### src/rtl/loader_pkg.sv
// Shared types and constants for the UART ROM loader and its byte receiver.
package loader_pkg;

  localparam int ADDR_W = 32;
  localparam logic [7:0] HDR_BYTE = 8'hA5;

  // Frame FSM states
  typedef logic [2:0] ld_state_t;
  localparam ld_state_t ST_IDLE = 3'd0;
  localparam ld_state_t ST_LEN0 = 3'd1;
  localparam ld_state_t ST_LEN1 = 3'd2;
  localparam ld_state_t ST_DATA = 3'd3;
  localparam ld_state_t ST_CSUM = 3'd4;
  localparam ld_state_t ST_DONE = 3'd5;
  localparam ld_state_t ST_ERR  = 3'd6;

  // Byte receiver states
  typedef logic [1:0] rx_state_t;
  localparam rx_state_t RX_IDLE  = 2'd0;
  localparam rx_state_t RX_START = 2'd1;
  localparam rx_state_t RX_DATA  = 2'd2;
  localparam rx_state_t RX_STOP  = 2'd3;

  // True while a frame is in progress (timeout and framing errors apply)
  function automatic logic in_frame(input ld_state_t s);
    return (s == ST_LEN0) || (s == ST_LEN1) || (s == ST_DATA) || (s == ST_CSUM);
  endfunction

endpackage

### src/rtl/uart_rx_byte.sv
// 8N1 UART byte receiver: 2-FF synchroniser, mid-bit sampling, stop-bit check.
// byte_data is updated in the same cycle byte_valid pulses and holds afterwards.
module uart_rx_byte
  import loader_pkg::*;
#(
  parameter int DIV = 434
) (
  input  logic       clk,
  input  logic       rst,
  input  logic       enable,
  input  logic       uart_rx,
  output logic       byte_valid,
  output logic [7:0] byte_data,
  output logic       frame_err
);

  localparam logic [31:0] DIV_M1  = 32'(DIV - 1);
  localparam logic [31:0] HALF_M1 = 32'(DIV / 2 - 1);

  logic        rx_meta;
  logic        rx_sync;
  logic        rx_prev;
  rx_state_t   rx_state;
  logic [31:0] cnt;
  logic [2:0]  bit_idx;
  logic [7:0]  shreg;

  // Synchronise the asynchronous line; rx_prev gives the falling-edge detect
  always_ff @(posedge clk) begin
    if (rst) begin
      rx_meta <= 1'b1;
      rx_sync <= 1'b1;
      rx_prev <= 1'b1;
    end else begin
      rx_meta <= uart_rx;
      rx_sync <= rx_meta;
      rx_prev <= rx_sync;
    end
  end

  // Bit timing and sampling; idle while the loader is disabled
  always_ff @(posedge clk) begin
    if (rst) begin
      rx_state   <= RX_IDLE;
      cnt        <= '0;
      bit_idx    <= '0;
      shreg      <= '0;
      byte_valid <= 1'b0;
      byte_data  <= '0;
      frame_err  <= 1'b0;
    end else if (!enable) begin
      rx_state   <= RX_IDLE;
      cnt        <= '0;
      bit_idx    <= '0;
      byte_valid <= 1'b0;
      frame_err  <= 1'b0;
    end else begin
      byte_valid <= 1'b0;
      frame_err  <= 1'b0;
      case (rx_state)
        RX_IDLE: begin
          cnt <= '0;
          if (rx_prev && !rx_sync) rx_state <= RX_START;
        end
        RX_START: begin
          if (cnt == HALF_M1) begin
            cnt     <= '0;
            bit_idx <= '0;
            // A glitch shorter than half a bit is not a start bit
            rx_state <= rx_sync ? RX_IDLE : RX_DATA;
          end else begin
            cnt <= cnt + 32'd1;
          end
        end
        RX_DATA: begin
          if (cnt == DIV_M1) begin
            cnt     <= '0;
            shreg   <= {rx_sync, shreg[7:1]};
            bit_idx <= bit_idx + 3'd1;
            if (bit_idx == 3'd7) rx_state <= RX_STOP;
          end else begin
            cnt <= cnt + 32'd1;
          end
        end
        default: begin
          if (cnt == DIV_M1) begin
            cnt      <= '0;
            rx_state <= RX_IDLE;
            if (rx_sync) begin
              byte_valid <= 1'b1;
              byte_data  <= shreg;
            end else begin
              frame_err <= 1'b1;
            end
          end else begin
            cnt <= cnt + 32'd1;
          end
        end
      endcase
    end
  end

endmodule

### src/rtl/uart_rom_loader.sv
// Receives an A5/LEN/DATA/CSUM frame over UART and writes it into the
// instruction ROM, holding the CPU in reset (loading) while the image arrives.
module uart_rom_loader
  import loader_pkg::*;
#(
  parameter int CLK_FREQ     = 50000000,
  parameter int BAUD         = 115200,
  parameter int MAX_WORDS    = 4096,
  parameter int TIMEOUT_BITS = 64
) (
  input  logic              clk,
  input  logic              rst,
  input  logic              enable,
  input  logic              uart_rx,
  output logic              rom_we,
  output logic [ADDR_W-1:0] rom_waddr,
  output logic [31:0]       rom_wdata,
  output logic              loading,
  output logic              done,
  output logic              err
);

  localparam int          DIV     = CLK_FREQ / BAUD;
  localparam logic [31:0] TMO_M1  = 32'(TIMEOUT_BITS * DIV - 1);
  localparam logic [15:0] MAX_N   = 16'(MAX_WORDS);

  logic        byte_valid;
  logic [7:0]  byte_data;
  logic        frame_err;

  ld_state_t   state;
  logic [7:0]  len_lo;
  logic [15:0] n_words;
  logic [15:0] idx;
  logic [1:0]  byte_sel;
  logic [31:0] word_buf;
  logic [7:0]  csum;
  logic [31:0] tmo_cnt;
  logic [15:0] n_full;
  logic [15:0] idx_next;

  assign n_full   = {byte_data, len_lo};
  assign idx_next = idx + 16'd1;

  uart_rx_byte #(.DIV(DIV)) u_rx (
    .clk       (clk),
    .rst       (rst),
    .enable    (enable),
    .uart_rx   (uart_rx),
    .byte_valid(byte_valid),
    .byte_data (byte_data),
    .frame_err (frame_err)
  );

  // Frame FSM, word assembly, checksum, timeout and the ROM write port
  always_ff @(posedge clk) begin
    if (rst || !enable) begin
      state     <= ST_IDLE;
      len_lo    <= '0;
      n_words   <= '0;
      idx       <= '0;
      byte_sel  <= '0;
      word_buf  <= '0;
      csum      <= '0;
      tmo_cnt   <= '0;
      rom_we    <= 1'b0;
      rom_waddr <= '0;
      rom_wdata <= '0;
      loading   <= 1'b0;
      done      <= 1'b0;
      err       <= 1'b0;
    end else begin
      rom_we <= 1'b0;
      if (in_frame(state)) tmo_cnt <= byte_valid ? 32'd0 : tmo_cnt + 32'd1;

      case (state)
        ST_LEN0: begin
          if (byte_valid) begin
            len_lo <= byte_data;
            state  <= ST_LEN1;
          end
        end
        ST_LEN1: begin
          if (byte_valid) begin
            if (n_full == 16'd0 || n_full > MAX_N) begin
              state   <= ST_ERR;
              err     <= 1'b1;
              loading <= 1'b0;
            end else begin
              n_words <= n_full;
              state   <= ST_DATA;
            end
          end
        end
        ST_DATA: begin
          if (byte_valid) begin
            word_buf[{byte_sel, 3'b000} +: 8] <= byte_data;
            csum     <= csum ^ byte_data;
            byte_sel <= byte_sel + 2'd1;
            if (byte_sel == 2'd3) begin
              rom_we    <= 1'b1;
              rom_wdata <= {byte_data, word_buf[23:0]};
              rom_waddr <= {14'b0, idx, 2'b00};
              idx       <= idx_next;
              if (idx_next == n_words) state <= ST_CSUM;
            end
          end
        end
        ST_CSUM: begin
          if (byte_valid) begin
            loading <= 1'b0;
            if (byte_data == csum) begin
              state <= ST_DONE;
              done  <= 1'b1;
            end else begin
              state <= ST_ERR;
              err   <= 1'b1;
            end
          end
        end
        default: begin
          // IDLE, DONE and ERR all listen for a new header
          if (byte_valid && byte_data == HDR_BYTE) begin
            state    <= ST_LEN0;
            loading  <= 1'b1;
            done     <= 1'b0;
            err      <= 1'b0;
            csum     <= '0;
            idx      <= '0;
            byte_sel <= '0;
            tmo_cnt  <= '0;
          end
        end
      endcase

      // Aborts inside a frame; an arriving byte takes priority over the timeout
      if (in_frame(state) && (frame_err || (tmo_cnt == TMO_M1 && !byte_valid))) begin
        state   <= ST_ERR;
        err     <= 1'b1;
        loading <= 1'b0;
      end
    end
  end

endmodule

### config.mk
export PLATFORM = sky130hd
export DESIGN_NAME = uart_rom_loader
export DESIGN_NICKNAME = d
export VERILOG_FILES = /design/src/rtl/loader_pkg.sv /design/src/rtl/uart_rx_byte.sv /design/src/rtl/uart_rom_loader.sv
export SDC_FILE = /design/constraint.sdc
export NUM_CORES = 1
export LEC_CHECK = 0
export CAP_MARGIN = 30
export CORE_UTILIZATION = 40
export DETAILED_ROUTE_END_ITERATION = 10
export GPL_TIMING_DRIVEN = 0
export HOLD_SLACK_MARGIN = 0.02
export SYNTH_ARGS = -nofsm -noshare
export SYNTH_HDL_FRONTEND = slang
export SYNTH_HIERARCHICAL = 1
export SYNTH_SLANG_ARGS = --single-unit
### constraint.sdc
create_clock -name clk -period 3.4 [get_ports clk]
set_input_delay 0.34 -clock clk [delete_from_list [all_inputs] [get_ports clk]]
set_output_delay 0.34 -clock clk [all_outputs]
set_load 0.03 [all_outputs]
# Word level (Yosys, flattened, before mapping)
# Cells that the tools add are included.
# Widths: inputs -> output; s select.
[totals]
reg_bits = 227
output_inout_bits = 68
word_cells = 183
in_bits = 4
[classes]
n_reduce_logical = 47
eq_ne = 35
add_sub_neg = 6
muxes = 57
n_shift = 2
order_cmp = 1
bitwise = 10
[ops]
columns = ["cell", "n"]
rows = [
  ["$mux 32", 6],
  ["$add 32x1->32 const B", 2],
  ["$pmux 32 s2", 1],
  ["$mux 16", 3],
  ["$mux 3", 11],
  ["$bwmux 32", 1],
  ["$eq 32x15->1 const B", 1],
  ["$eq 32x8->1 const B", 1],
  ["$eq 32x9->1 const B", 1],
  ["$pmux 16 s2", 1],
  ["$shift 8x7->32 const A", 1],
  ["$shiftx 8x7->32", 1],
  ["$ne 2x1->1 const B", 12],
  ["$ne 3x1->1 const B", 7],
  ["$mux 2", 9],
  ["$add 16x1->16 const B", 1],
  ["$eq 16x16->1", 1],
  ["$gt 16x13->1 const B", 1],
  ["$logic_not 16->1", 1],
  ["$mux 8", 2],
  ["$pmux 8 s2", 1],
  ["$mux 1", 15],
  ["$reduce_and 3->1", 5],
  ["$reduce_and 7->1", 2],
  ["37 further kinds", 71],
]

# Depth between registers and ports, before layout
[depth]
word_depth = 7
mapped_depth = 10
ltp_nobuf = 8

# Modules after synthesis
# Netlist, hierarchy kept.
[modules_own_cells]
columns = ["mod", "instances", "area_per_inst_um2", "cells_each"]
rows = [
  ["uart_rom_loader", 1, 7395.8, 929],
  ["uart_rx_byte", 1, 2637.5, 283],
]

# Worst setup path after synthesis
# Ideal clock, no wire load.
[synth_path]
kind = "register to register"
from = "register idx[0]"
to = "register state[1]"
path_buffers = 1
path_slack_ps = 995
t_arrival_ps = 2287
t_required_ps = 3281
path_stages_with_launch = 10
period_less_slack_ps = 2405
path_cell_list = "dfxtp_1 > ha_1 > buf_2 > nand3_1 > or3b_4 > a211o_1 > a2111oi_2 > and4_4 > a21oi_1 > o221a_1"
[synth_between]
elab_chain_cells = 4
[synth_lines]
columns = ["item", "line", "source"]
rows = [
  ["start, declared", "uart_rom_loader.sv:34", "logic [15:0] idx;"],
  ["start signal, assigned", "uart_rom_loader.sv:104", "idx <= idx_next;"],
  ["$add 16x1->16", "uart_rom_loader.sv:43", "assign idx_next = idx + 16'd1;"],
  ["$eq 16x16->1", "uart_rom_loader.sv:105", "if (idx_next == n_words) state <= ST_CSUM;"],
  ["$ne 3x1->1 (no line)", "-", ""],
  ["$reduce_and 7->1 (no line)", "-", ""],
  ["end signal, assigned", "uart_rom_loader.sv:105", ""],
  ["end signal, assigned", "uart_rom_loader.sv:113", "state <= ST_DONE;"],
  ["end signal, assigned", "uart_rom_loader.sv:116", "state <= ST_ERR;"],
  ["end, declared", "uart_rom_loader.sv:31", "ld_state_t state;"],
]
# No other way between the ends.
# A chain may end at the register's enable or synchronous reset.

# Worst setup path after layout
[layout_path]
from = "register u_rx.byte_data[6]"
to = "register idx[11]"
[layout_between]
elab_chain_cells = 4
[layout_lines]
columns = ["item", "line", "source"]
rows = [
  ["start, declared", "uart_rx_byte.sv:13", "output logic [7:0] byte_data,"],
  ["start signal, assigned", "uart_rx_byte.sv:91", "byte_data <= shreg;"],
  ["$eq 8x8->1", "uart_rom_loader.sv:123", "if (byte_valid && byte_data == HDR_BYTE) begin"],
  ["$logic_and 1x1->1", "uart_rom_loader.sv:123", ""],
  ["$reduce_bool 2->1 (no line)", "-", ""],
  ["$reduce_and 4->1 (no line)", "-", ""],
]
# No other way between the ends.

==> run summary <==
Largest stage delay, worst path: 0.87 ns
core outline area: 24500 um^2
DP Wirelength: 17100 um
YS warnings: 6
vias per inst: 5.14
fin. max-slew vios: 0
TNS Setup: 0 ns
area grow syn2layout: 18.3%
layout cells sized above 1: 0.0777
Die W: 160 um
final critical-path share of the clock period: 0.871
ys async rst share: 0
Met1 Wirelength: 11700 um
Rows: 57
CTS tree: done
met3 wire length: 950 um
worst path cell trace: clkbuf_1 -> nor4_2 -> a21oi_1 -> nor2_1 -> buf_2 -> o21ai_0 -> a21oi_1 -> nor2_1
first-pass GRT wire length: 39700 um
CP Class: flop to flop
Synth Area per Inst: 8.28 um^2
Worst-Margin Slew: 1.05 ns
Slew Limit Headroom: 0.301
critical path's slowest cell: nor4_2
Gate Count Post-Synth: 1212
ANT cells: 0
IO Port Bufs: 55
Root Driver: clkbuf_16
Routed WL: 24100 um
DR top layer: met4
gr usage total: 0.186
Boundary Pins: 72
CTS clk-pin slew, worst paths: 0.06 ns
worst hold start: uart_rx
nets@finish: 1324
Yosys cell types: 66
Overflow after GRT: 0
RSZ-0062 raised after global routing: no
Synth area leaders: dfxtp_1 (44%), nand2_1 (6.7%), a21oi_1 (5.7%)
#FFs+latches synth: 219
Primary FF master, synth: dfxtp_1
# hold bufs at CTS: 0
worst skew pair latency: 0.52 ns
Routed Antenna Nets: 0
Final Hold Vio Count: 0
hold endpoint: u_rx/rx_meta
synth cell count leaders: dfxtp_1 (219), nand2_1 (178), nor2_1 (140)
First-pass DRT Iterations: 5
Yosys top cell area share: 0.437
setup repair bufs after CTS: 0
synthesized area: 10000 um^2
worst vdd ir: 0.312 mV
Max clock buf depth: 3
Hold Path Stages: 2
H-tree depth: 1
routed len/inst: 14.6 um
worst-path maximum fanout: 10
vias in the first global route: 7857
initial antenna violation count: 0
crit start category: flop
post-detailed-route DRC marker count: 0
number of enable flip-flop cells after synthesis: 0
Clock Sinks: 219
Peak Freq: 338 MHz
Via Count: 8474
die height: 160 um
Period minus WS final: 2.96 ns
Hold Crit Class: input port to flop
top cell type by total area after synthesis: dfxtp_1
sequential fraction of the synthesis area: 0.437
met2 WL: 10900 um
Initial Utilization: 0.410
post-CTS resize count: 0
Req. time, crit path: 3.78 ns
MaxCap Viol Count: 0
most frequent cell after synthesis: dfxtp_1
R2R Path Start: u_rx/byte_data[6]
LEAKAGE: 3.88 nW
Arr. time, crit path: 3.34 ns
Worst setup EP type: flop
GP Congestion: 0.930
Die ar.: 25700 um^2
r2r worst-path depth: 8
largest net degree at the start of global routing: 14
status: finished clean
Final Setup Violations: 0
R2R setup slack: 0.44 ns
r2r endpoint: idx[11]
Placed Cells: 1606
1st-iter DRT viols: 494
skew final: 0.00860 ns
power per cell area: 450 nW/um^2
fin cells: 1649
total CTS buffers: 24
[state kept, by name (all words and copies together) (netlist names), 16 cells and up]
register   count
idx           16
n_words       16
rom_waddr     16
rom_wdata     32
tmo_cnt       32
u_rx/cnt      32
word_buf      24
[worst max-delay path: cells and delay by family, from the launching register on]
kind	cells	cell delay, ns
simple gates	3	1.27
buf+inv	2	0.63
compound gates	3	0.61
flops	1	0.31
[worst max path at each step]
| stage | startpoint | slack, ns | cells after the start | to |
|---|---|---|---|---|
| floorplan | idx[0] | 0.99 | 9 | state[1] |
| global route | u_rx/byte_data[6] | 0.27 | 8 | idx[11] |
| finish | u_rx/byte_data[6] | 0.44 | 8 | idx[11] |
| detailed placement | u_rx/byte_data[6] | 0.48 | 8 | idx[12] |
| CTS | u_rx/byte_data[6] | 0.48 | 8 | idx[12] |
| global placement | u_rx/byte_data[6] | 0.44 | 8 | idx[12] |
[placed cells by master (no fill, tap or decap), types with 8 or more instances in the layout]
cell type        netlist  routed
conb_1                 1      16
nand3b_1              13      13
nor3_1                22      22
or3_1                 10      10
or2_2                  9       9
buf_2                 16      16
and4_1                 9       9
and3_1                14      14
clkbuf_1              53      57
clkdlybuf4s50_1        0      55
dfxtp_1              219     219
nor4_1                22      22
nand2_1              178     178
xnor2_1               49      49
nor2_1               140     140
nand3_1               62      62
xor2_1                30      30
buf_4                 16      16
clkbuf_16              0      25
nor3b_1                8       8
a21oi_1              115     115
nor4_2                 8       8
nand4_1               27      27
ha_1                  12      12
mux2i_1               38      38
o21ai_0               40      40
nand2b_1              15      15
inv_1                 15      15
[cell families after synthesis]
logic type / share of synthesized area
buffers and inverters: 0.0494
and+or+nand+nor: 0.283
AOI/OAI and AO/OA: 0.106
xor gates and xnor gates: 0.0713
adders and majority gates: 0.0150
muxes: 0.0379
DFF: 0.437
other: 0.000374
[metrics by stage]
| step | instance area (um^2) | setup slack [ns] | util | power [mW] | hold slack (ns) |
|---|---|---|---|---|---|
| global placement | 11000 | 0.442 | 0.452 | 2.72 | 0.392 |
| floorplan | 10100 | 0.995 | - | 2.70 | 0.389 |
| global route | 11900 | 0.267 | 0.485 | 5.52 | 0.399 |
| detailed placement | 11000 | 0.480 | 0.452 | 2.73 | 0.393 |
| finish | 11900 | 0.439 | 0.485 | 5.34 | 0.387 |
| CTS | 11900 | 0.476 | 0.485 | 5.40 | 0.372 |
[final cells by class]
type / count / area, um^2
multi-input combinational: 902 / 5210
clock buffer: 36 / 737
fill: 2411 / 12600
clock inverter: 7 / 87.6
inverter: 15 / 56.3
buffer: 91 / 439
timing repair buffer: 55 / 551
tap: 324 / 405
sequential: 219 / 4380
[per-layer routing]
| layer | vias to the layer above | track usage |
|---|---|---|
| met4 | 0 | 0.0537 |
| li1 | 4346 | - |
| met2 | 155 | 0.304 |
| met1 | 3926 | 0.255 |
| met5 | - | 0 |
| met3 | 47 | 0.0269 |
[report_power, final]
part	total (mW)	internal [mW]	switching, mW
logic	0.0992	0.0258	0.0734
registers	2.57	2.57	0.00102
clock network	2.68	1.64	1.04
Note: power is estimated with default switching activity, not from simulation.
